===== config.mk =====
export PLATFORM = sky130hd
export DESIGN_NAME = exc_commit_ctrl
export DESIGN_NICKNAME = d
export VERILOG_FILES = /design/src/rtl/exc_commit_ctrl.sv
export SDC_FILE = /design/constraint.sdc
export NUM_CORES = 1
export LEC_CHECK = 0
export CORE_MARGIN = 2
export CORE_UTILIZATION = 36
export CTS_BUF_LIST = sky130_fd_sc_hd__clkbuf_4 sky130_fd_sc_hd__clkbuf_8 sky130_fd_sc_hd__clkbuf_16
export CTS_CLUSTER_SIZE = 24
export DETAILED_ROUTE_END_ITERATION = 6
export GPL_TIMING_DRIVEN = 0
export PLACE_DENSITY = 0.75
export SYNTH_ARGS = -nofsm -noshare
export SYNTH_HDL_FRONTEND = slang
export SYNTH_SLANG_ARGS = --single-unit

===== constraint.sdc =====
create_clock -name clk -period 2.7 [get_ports clk]
set_input_delay 0.54 -clock clk [delete_from_list [all_inputs] [get_ports clk]]
set_output_delay 0.54 -clock clk [all_outputs]
set_load 0.02 [all_outputs]

===== src/rtl/exc_commit_ctrl.sv =====
// exc_commit_ctrl
// MEM-stage exception arbiter and pipeline redirect controller. It sits in
// front of the CP0 register file. It picks the highest-priority event attached
// to the MEM instruction: an interrupt, a synchronous exception or ERET. It then
// issues a one-cycle CP0 commit with a pipeline flush. After that it holds a
// redirect PC until fetch accepts it.
//
// Optional build macro: EXC_BADVADDR_EN
//   Adds the mem_badaddr_i input and the cp0_badvaddr_we_o / cp0_badvaddr_o
//   outputs. BadVAddr is committed for address-error exceptions only.
//
// Ports
//   clk, rst            clock, synchronous active-high reset
//   mem_valid_i         MEM stage holds a valid instruction
//   mem_pc_i            PC of the MEM instruction
//   mem_in_delayslot_i  MEM instruction sits in a branch delay slot
//   mem_exc_i[7:0]      exception flags: fetch AdEL, RI, Ov, Syscall, Break,
//                       load AdEL, store AdES, ERET (bit 0 .. bit 7)
//   cp0_status_i/cause_i/epc_i   architectural CP0 state
//   wb_cp0_we_i/waddr_i/data_i   in-flight WB mtc0, forwarded onto CP0 state
//   if_ready_i          fetch accepts the redirect
//   flush_o, stall_o    pipeline control
//   cp0_exc_we_o, cp0_exc_code_o, cp0_epc_wdata_o, cp0_bd_o   exception commit
//   cp0_eret_o          ERET commit (CP0 clears Status.EXL)
//   new_pc_valid_o, new_pc_o     redirect handshake to fetch
module exc_commit_ctrl #(
  parameter logic [31:0] EXC_VECTOR = 32'hBFC00380,
  parameter logic [31:0] EPC_DS_ADJ = 32'd4
) (
  input  logic        clk,
  input  logic        rst,
  input  logic        mem_valid_i,
  input  logic [31:0] mem_pc_i,
  input  logic        mem_in_delayslot_i,
  input  logic [7:0]  mem_exc_i,
  input  logic [31:0] cp0_status_i,
  input  logic [31:0] cp0_cause_i,
  input  logic [31:0] cp0_epc_i,
  input  logic        wb_cp0_we_i,
  input  logic [4:0]  wb_cp0_waddr_i,
  input  logic [31:0] wb_cp0_data_i,
  input  logic        if_ready_i,
`ifdef EXC_BADVADDR_EN
  input  logic [31:0] mem_badaddr_i,
  output logic        cp0_badvaddr_we_o,
  output logic [31:0] cp0_badvaddr_o,
`endif
  output logic        flush_o,
  output logic        stall_o,
  output logic        cp0_exc_we_o,
  output logic [4:0]  cp0_exc_code_o,
  output logic [31:0] cp0_epc_wdata_o,
  output logic        cp0_bd_o,
  output logic        cp0_eret_o,
  output logic        new_pc_valid_o,
  output logic [31:0] new_pc_o
);

  typedef enum logic [1:0] {IDLE, FLUSH, REDIRECT} state_t;

  state_t      r_state;
  logic        r_flush, r_stall, r_exc_we, r_bd, r_eret, r_pc_valid;
  logic [4:0]  r_code;
  logic [31:0] r_epc_wdata, r_target, r_new_pc;

  // Effective CP0 fields: a WB-stage mtc0 has not reached CP0 yet, so its
  // data overrides the architectural value. Only Cause.IP[1:0] is writable.
  logic        w_fwd_status, w_fwd_cause, w_fwd_epc;
  logic [7:0]  w_im, w_ip;
  logic        w_ie, w_exl;
  logic [31:0] w_epc;
  logic        w_int_pending;

  assign w_fwd_status = wb_cp0_we_i && (wb_cp0_waddr_i == 5'd12);
  assign w_fwd_cause  = wb_cp0_we_i && (wb_cp0_waddr_i == 5'd13);
  assign w_fwd_epc    = wb_cp0_we_i && (wb_cp0_waddr_i == 5'd14);

  assign w_im  = w_fwd_status ? wb_cp0_data_i[15:8] : cp0_status_i[15:8];
  assign w_ie  = w_fwd_status ? wb_cp0_data_i[0]    : cp0_status_i[0];
  assign w_exl = w_fwd_status ? wb_cp0_data_i[1]    : cp0_status_i[1];
  assign w_ip  = {cp0_cause_i[15:10],
                  w_fwd_cause ? wb_cp0_data_i[9:8] : cp0_cause_i[9:8]};
  assign w_epc = w_fwd_epc ? wb_cp0_data_i : cp0_epc_i;

  assign w_int_pending = (|(w_ip & w_im)) && w_ie && !w_exl;

  // Architectural bits that never influence arbitration.
  logic w_unused;
  assign w_unused = &{1'b0, cp0_status_i[31:16], cp0_status_i[7:2],
                      cp0_cause_i[31:16], cp0_cause_i[7:0]};

  // Priority encoder. The interrupt outranks everything and ERET ranks last,
  // so ERET is only taken when no exception source is active.
  logic        w_exc_hit;
  logic [4:0]  w_code;
  logic        w_eret_hit;
  logic        w_detect;
  logic [31:0] w_epc_wdata;
`ifdef EXC_BADVADDR_EN
  logic        w_bv_hit;
  logic [31:0] w_bv_val;
  logic        r_bv_we;
  logic [31:0] r_bv;
`endif

  always_comb begin
    w_exc_hit = 1'b1;
    w_code    = 5'h00;
`ifdef EXC_BADVADDR_EN
    w_bv_hit  = 1'b0;
    w_bv_val  = mem_pc_i;
`endif
    if (w_int_pending) begin
      w_code = 5'h00;
    end else if (mem_exc_i[0]) begin
      w_code = 5'h04;
`ifdef EXC_BADVADDR_EN
      w_bv_hit = 1'b1;
`endif
    end else if (mem_exc_i[1]) begin
      w_code = 5'h0a;
    end else if (mem_exc_i[2]) begin
      w_code = 5'h0c;
    end else if (mem_exc_i[3]) begin
      w_code = 5'h08;
    end else if (mem_exc_i[4]) begin
      w_code = 5'h09;
    end else if (mem_exc_i[5]) begin
      w_code = 5'h04;
`ifdef EXC_BADVADDR_EN
      w_bv_hit = 1'b1;
      w_bv_val = mem_badaddr_i;
`endif
    end else if (mem_exc_i[6]) begin
      w_code = 5'h05;
`ifdef EXC_BADVADDR_EN
      w_bv_hit = 1'b1;
      w_bv_val = mem_badaddr_i;
`endif
    end else begin
      w_exc_hit = 1'b0;
    end
  end

  assign w_eret_hit  = !w_exc_hit && mem_exc_i[7];
  assign w_detect    = (r_state == IDLE) && mem_valid_i && (w_exc_hit || w_eret_hit);
  assign w_epc_wdata = mem_in_delayslot_i ? (mem_pc_i - EPC_DS_ADJ) : mem_pc_i;

  always_ff @(posedge clk) begin
    if (rst) begin
      r_state     <= IDLE;
      r_flush     <= 1'b0;
      r_stall     <= 1'b0;
      r_exc_we    <= 1'b0;
      r_code      <= 5'h00;
      r_epc_wdata <= 32'h0;
      r_bd        <= 1'b0;
      r_eret      <= 1'b0;
      r_pc_valid  <= 1'b0;
      r_target    <= 32'h0;
      r_new_pc    <= 32'h0;
`ifdef EXC_BADVADDR_EN
      r_bv_we     <= 1'b0;
      r_bv        <= 32'h0;
`endif
    end else begin
      case (r_state)
        IDLE: begin
          if (w_detect) begin
            r_state     <= FLUSH;
            r_flush     <= 1'b1;
            r_stall     <= 1'b1;
            r_exc_we    <= w_exc_hit;
            r_eret      <= w_eret_hit;
            r_code      <= w_exc_hit ? w_code : 5'h00;
            r_epc_wdata <= w_exc_hit ? w_epc_wdata : 32'h0;
            r_bd        <= w_exc_hit && mem_in_delayslot_i;
            // EPC is captured now because the redirect happens two cycles
            // later and CP0 or WB may change by then.
            r_target    <= w_exc_hit ? EXC_VECTOR : w_epc;
`ifdef EXC_BADVADDR_EN
            r_bv_we     <= w_exc_hit && w_bv_hit;
            r_bv        <= (w_exc_hit && w_bv_hit) ? w_bv_val : 32'h0;
`endif
          end
        end
        FLUSH: begin
          r_state     <= REDIRECT;
          r_flush     <= 1'b0;
          r_exc_we    <= 1'b0;
          r_eret      <= 1'b0;
          r_code      <= 5'h00;
          r_epc_wdata <= 32'h0;
          r_bd        <= 1'b0;
          r_pc_valid  <= 1'b1;
          r_new_pc    <= r_target;
`ifdef EXC_BADVADDR_EN
          r_bv_we     <= 1'b0;
          r_bv        <= 32'h0;
`endif
        end
        REDIRECT: begin
          if (if_ready_i) begin
            r_state    <= IDLE;
            r_stall    <= 1'b0;
            r_pc_valid <= 1'b0;
            r_new_pc   <= 32'h0;
          end
        end
        default: r_state <= IDLE;
      endcase
    end
  end

  assign flush_o         = r_flush;
  assign stall_o         = r_stall;
  assign cp0_exc_we_o    = r_exc_we;
  assign cp0_exc_code_o  = r_code;
  assign cp0_epc_wdata_o = r_epc_wdata;
  assign cp0_bd_o        = r_bd;
  assign cp0_eret_o      = r_eret;
  assign new_pc_valid_o  = r_pc_valid;
  assign new_pc_o        = r_new_pc;
`ifdef EXC_BADVADDR_EN
  assign cp0_badvaddr_we_o = r_bv_we;
  assign cp0_badvaddr_o    = r_bv;
`endif

endmodule


==> metrics list <==
- By instance count, the cell type seen most on the critical path is sky130_fd_sc_hd__buf_6.
- Maximum number of pins on one net before global-route repair: 21
- After detailed routing, the total wire length is 16100 um.
* Static power due to leakage: 2.70 nW
- Clock Tree Buf Depth: 2
* Setup repair after global routing missed its margin: yes
* Depth of the CTS H-tree: 3
- Vias after detailed routing: 5044
- Skew final: 0.0112 ns
- Req. time, crit path: 2.91 ns
- P&R area growth vs syn: 61.6%
- The worst setup path is of the input pin to register kind.
- Proportion of total power due to net switching: 0.277
- The completed layout was analyzed and its total power is 0.00372 W.
- For this run, the total global-route usage over all layers was measured as 0.213.
* Remaining global-route overflow: 0
- Crit-path max cell delay: 0.38 ns
* Clock root cell: sky130_fd_sc_hd__clkbuf_16
- Net switching power: 0.00103 W
- Measured against the total synthesized area, the mux share comes to 0.0790.
* Avg WL per Cell: 16.4 um
* Kind of path behind the tightest hold check: register to register
* Post-Synthesis Net Count: 746
* Sequential fraction of design power: 0.456
- Post-DRT Antenna Nets: 0
- Relative slew slack: 0.471
- Power density over cell area: 474 nW/um^2
- After synthesis, the largest family of logic cells by area is simple AND/OR/NAND/NOR gates.
- Dividing the detail-routed via count by the number of cells gives 5.14.
* Total die area: 14500 sq um
- Simple logic cell fraction of the synthesized area: 0.190
* Total setup violations reported at the end of the flow: 12
* TritonCTS clock tree: yes
* Initial drt markers: 240
- After synthesis, the mean cell area works out to 8.59 sq um.
- Number of maximum-capacitance violations: 0
- HPWL after DPL: 12000 um
- The initial utilization of the core area, before any placement, comes to 0.369.
- Number of top-level pins: 254
- Nature of the critical path endpoint: register
* Die W: 120 um
* Fin nets: 981
- CTS Hold Bufs: 0
- Commonest cells after routing, fill and taps aside: 197 x sky130_fd_sc_hd__clkdlybuf4s50_1, 108 x sky130_fd_sc_hd__dfxtp_1, 85 x sky130_fd_sc_hd__nand2_1
* Clock network fraction of total power: 0.352
* CTS clock-pin slew for the worst setup and hold paths: 0.08 ns
* Clock insertion delay at the later pin of the skew report: 0.35 ns
- Min Clock Period, post-route: 2.72 ns
- Run status: complete, but fails checks
- Share of the yosys chip area belonging to registers: 0.445
* Design internal power: 0.00269 W
- Non-Filler Cell Area, Final: 7860 sq um
- The first global-routing pass estimated 24600 um of wire.
- The library cell used most frequently in the layout, excluding fill and tap cells, is sky130_fd_sc_hd__clkdlybuf4s50_1.
- Layout cell share with drive strength beyond 1: 0.128
* Critical path startpoint category: input pin
* Number of global-route vias before repair: 5058
* Share of the synthesized netlist area taken by xor and xnor gates: 0.0522
* Fraction of the mapped netlist area in compound gates: 0.180
- Crit-path max FO: 10
* Data arrival time of the critical path: 2.93 ns
- The checks that failed: setup timing.
- Fraction of the mapped netlist area in adder cells: 0.00257
* Floorplan row count: 42
* CP Cell Sequence: buf_6 > nand4b_4 > nor3_4 > buf_6 > mux2_4 > a221o_1 > o21a_4 > buf_4 > o31ai_4 > buf_6 > a221oi_1
* Global placer's final weighted congestion: 0.873
- The mapped netlist covers 4860 sq um.
- Number of diodes: 0
- Pre-CTS worst setup slack: -1.04 ns
- The tree built by TritonCTS fans out to 108 sinks.
- Placed inst area: 7150 sq um
- Dividing the final minimum period by the clock period gives 1.01.
- The number of clock buffers added by TritonCTS is 9.
* Pin slew with the least headroom to its limit: 0.794 ns
- Combinational cell fraction of total power: 0.192
- Core Footprint: 13200 sq um
- The layout has 1127 filler cells.
* Post-route worst setup slack: -0.0165 ns
- Yosys printed 0 warnings.
* DIE HEIGHT: 120 um
* Setup_tns: -0.0966 ns
- IR analysis of the VDD net gives a maximum drop of 0.309 mV.
- Synthesis inferred 108 register bits.
- Distinct cell type count of the synthesized netlist: 44
* Highest attainable clock frequency: 368 MHz
- On the critical path, the stage with the largest delay is an instance of sky130_fd_sc_hd__a221o_1.
- The count of buffers added on input and output ports is 205.
* Initial antenna violation count: 0
- Detailed-routing iteration count for the pre-antenna-repair pass: 5
- Final hold violation count: 0
- Count of final max-slew check failures: 0
- Cell count after synthesis: 566
- Remaining DRCs: 0
worst max-delay path: cells and delay by family:
kind	cells	cell delay, ns
compound gates	4	1.03
buf+inv	4	0.60
mux	1	0.29
simple gates	2	0.44
per-layer routing:
layer  vias up  track usage  wire length [um]
li1       2482            -                 -
met1      2352        0.238              6460
met2       180        0.384              7970
met3        30       0.0660              1280
met4         0       0.0712               355
met5         -            0                 0
power by group through the flow:
stage                     logic (W)  registers (W)  clock network (W)
final                      0.000715        0.00170            0.00131
after global routing       0.000766        0.00170            0.00139
after CTS                  0.000688        0.00170            0.00132
after detailed placement   0.000657        0.00173                  0
after global placement     0.000645        0.00173                  0
after floorplan            0.000216        0.00178                  0
synthesized netlist by cell type, drive strengths merged:
cell | number | area [sq um]
mux2 | 3 | 33.8
mux2i | 35 | 350
xor2 | 12 | 105
o22ai | 38 | 238
nand4b | 3 | 41.3
or3b | 2 | 17.5
o21a | 1 | 8.76
nor4bb | 1 | 10.0
nor3b | 3 | 22.5
and2 | 2 | 12.5
buf | 12 | 70.1
or4 | 1 | 11.3
nor4 | 7 | 43.8
ha | 1 | 12.5
nor2b | 3 | 18.8
or4b | 1 | 10.0
a21oi | 35 | 175
o31ai | 1 | 12.5
o2bb2ai | 1 | 8.76
inv | 18 | 67.6
nand2b | 5 | 31.3
or3 | 5 | 31.3
dfxtp | 108 | 2160
clkbuf | 29 | 109
a22oi | 2 | 15.0
a221oi | 13 | 114
nand3b | 5 | 37.5
conb | 1 | 3.75
a2111o | 1 | 11.3
nand3 | 37 | 185
o21ai | 48 | 274
a221o | 1 | 10.0
xnor2 | 17 | 149
nor3 | 12 | 71.3
nor2 | 15 | 56.3
o31a | 1 | 8.76
nand2 | 86 | 323
cell families (layout without fill, tap and decap cells):
| logic type | Yosys count | count (layout) |
|---|---|---|
| other | 1 | 1 |
| flip-flops | 108 | 108 |
| buffers and inverters | 59 | 299 |
| multiplexers | 38 | 38 |
| adder cells (fa/ha/maj) | 1 | 1 |
| AO/OA/AOI/OAI | 142 | 142 |
| XOR/XNOR | 29 | 29 |
| AND/OR/NAND/NOR | 188 | 188 |
stage by stage:
step                      hold WS, ns  std cells   util
after CTS                       0.452        976  0.585
after detailed placement        0.443        947  0.542
after global placement          0.435        947  0.542
after global routing            0.470        982  0.596
final                           0.449        982  0.596
after floorplan                 0.428        566      -
state kept, by name (all words and copies together), names as in the netlist, 2 cells and up:
| register | flops |
|---|---|
| r_target | 32 |
| cp0_exc_code_o | 4 |
| cp0_epc_wdata_o | 32 |
| new_pc_o | 32 |
| r_state | 2 |
timing repair:
item	in CTS	in global routing
pin swaps	12	15
cloned	2	2
resized for setup	55	39
endpoints found under the setup margin	73	72
buffers inserted	11	5
cell type report:
type                            instances  area [sq um]  share of cell area
Multi-Input combinational cell        399          2670               0.340
Timing Repair Buffer                  224          2220               0.283
Sequential cell                       108          2160               0.275
Buffer                                 41           230              0.0293
Clock buffer                            9           225              0.0287
Tap cell                              176           220              0.0280
Inverter                               18          67.6             0.00860
Clock inverter                          7          62.6             0.00796
worst paths after layout:
path	from	slack, ns	cells past startpoint	endpoint
worst min-delay path	r_target[8]	0.45	2	new_pc_o[8]
worst max register to register	r_state[1]	0.72	4	cp0_exc_code_o[0]
worst min register to register	r_target[8]	0.45	2	new_pc_o[8]
worst max-delay path	wb_cp0_waddr_i[4]	-0.02	11	r_target[25]
Power figures use the tool's default switching activity.
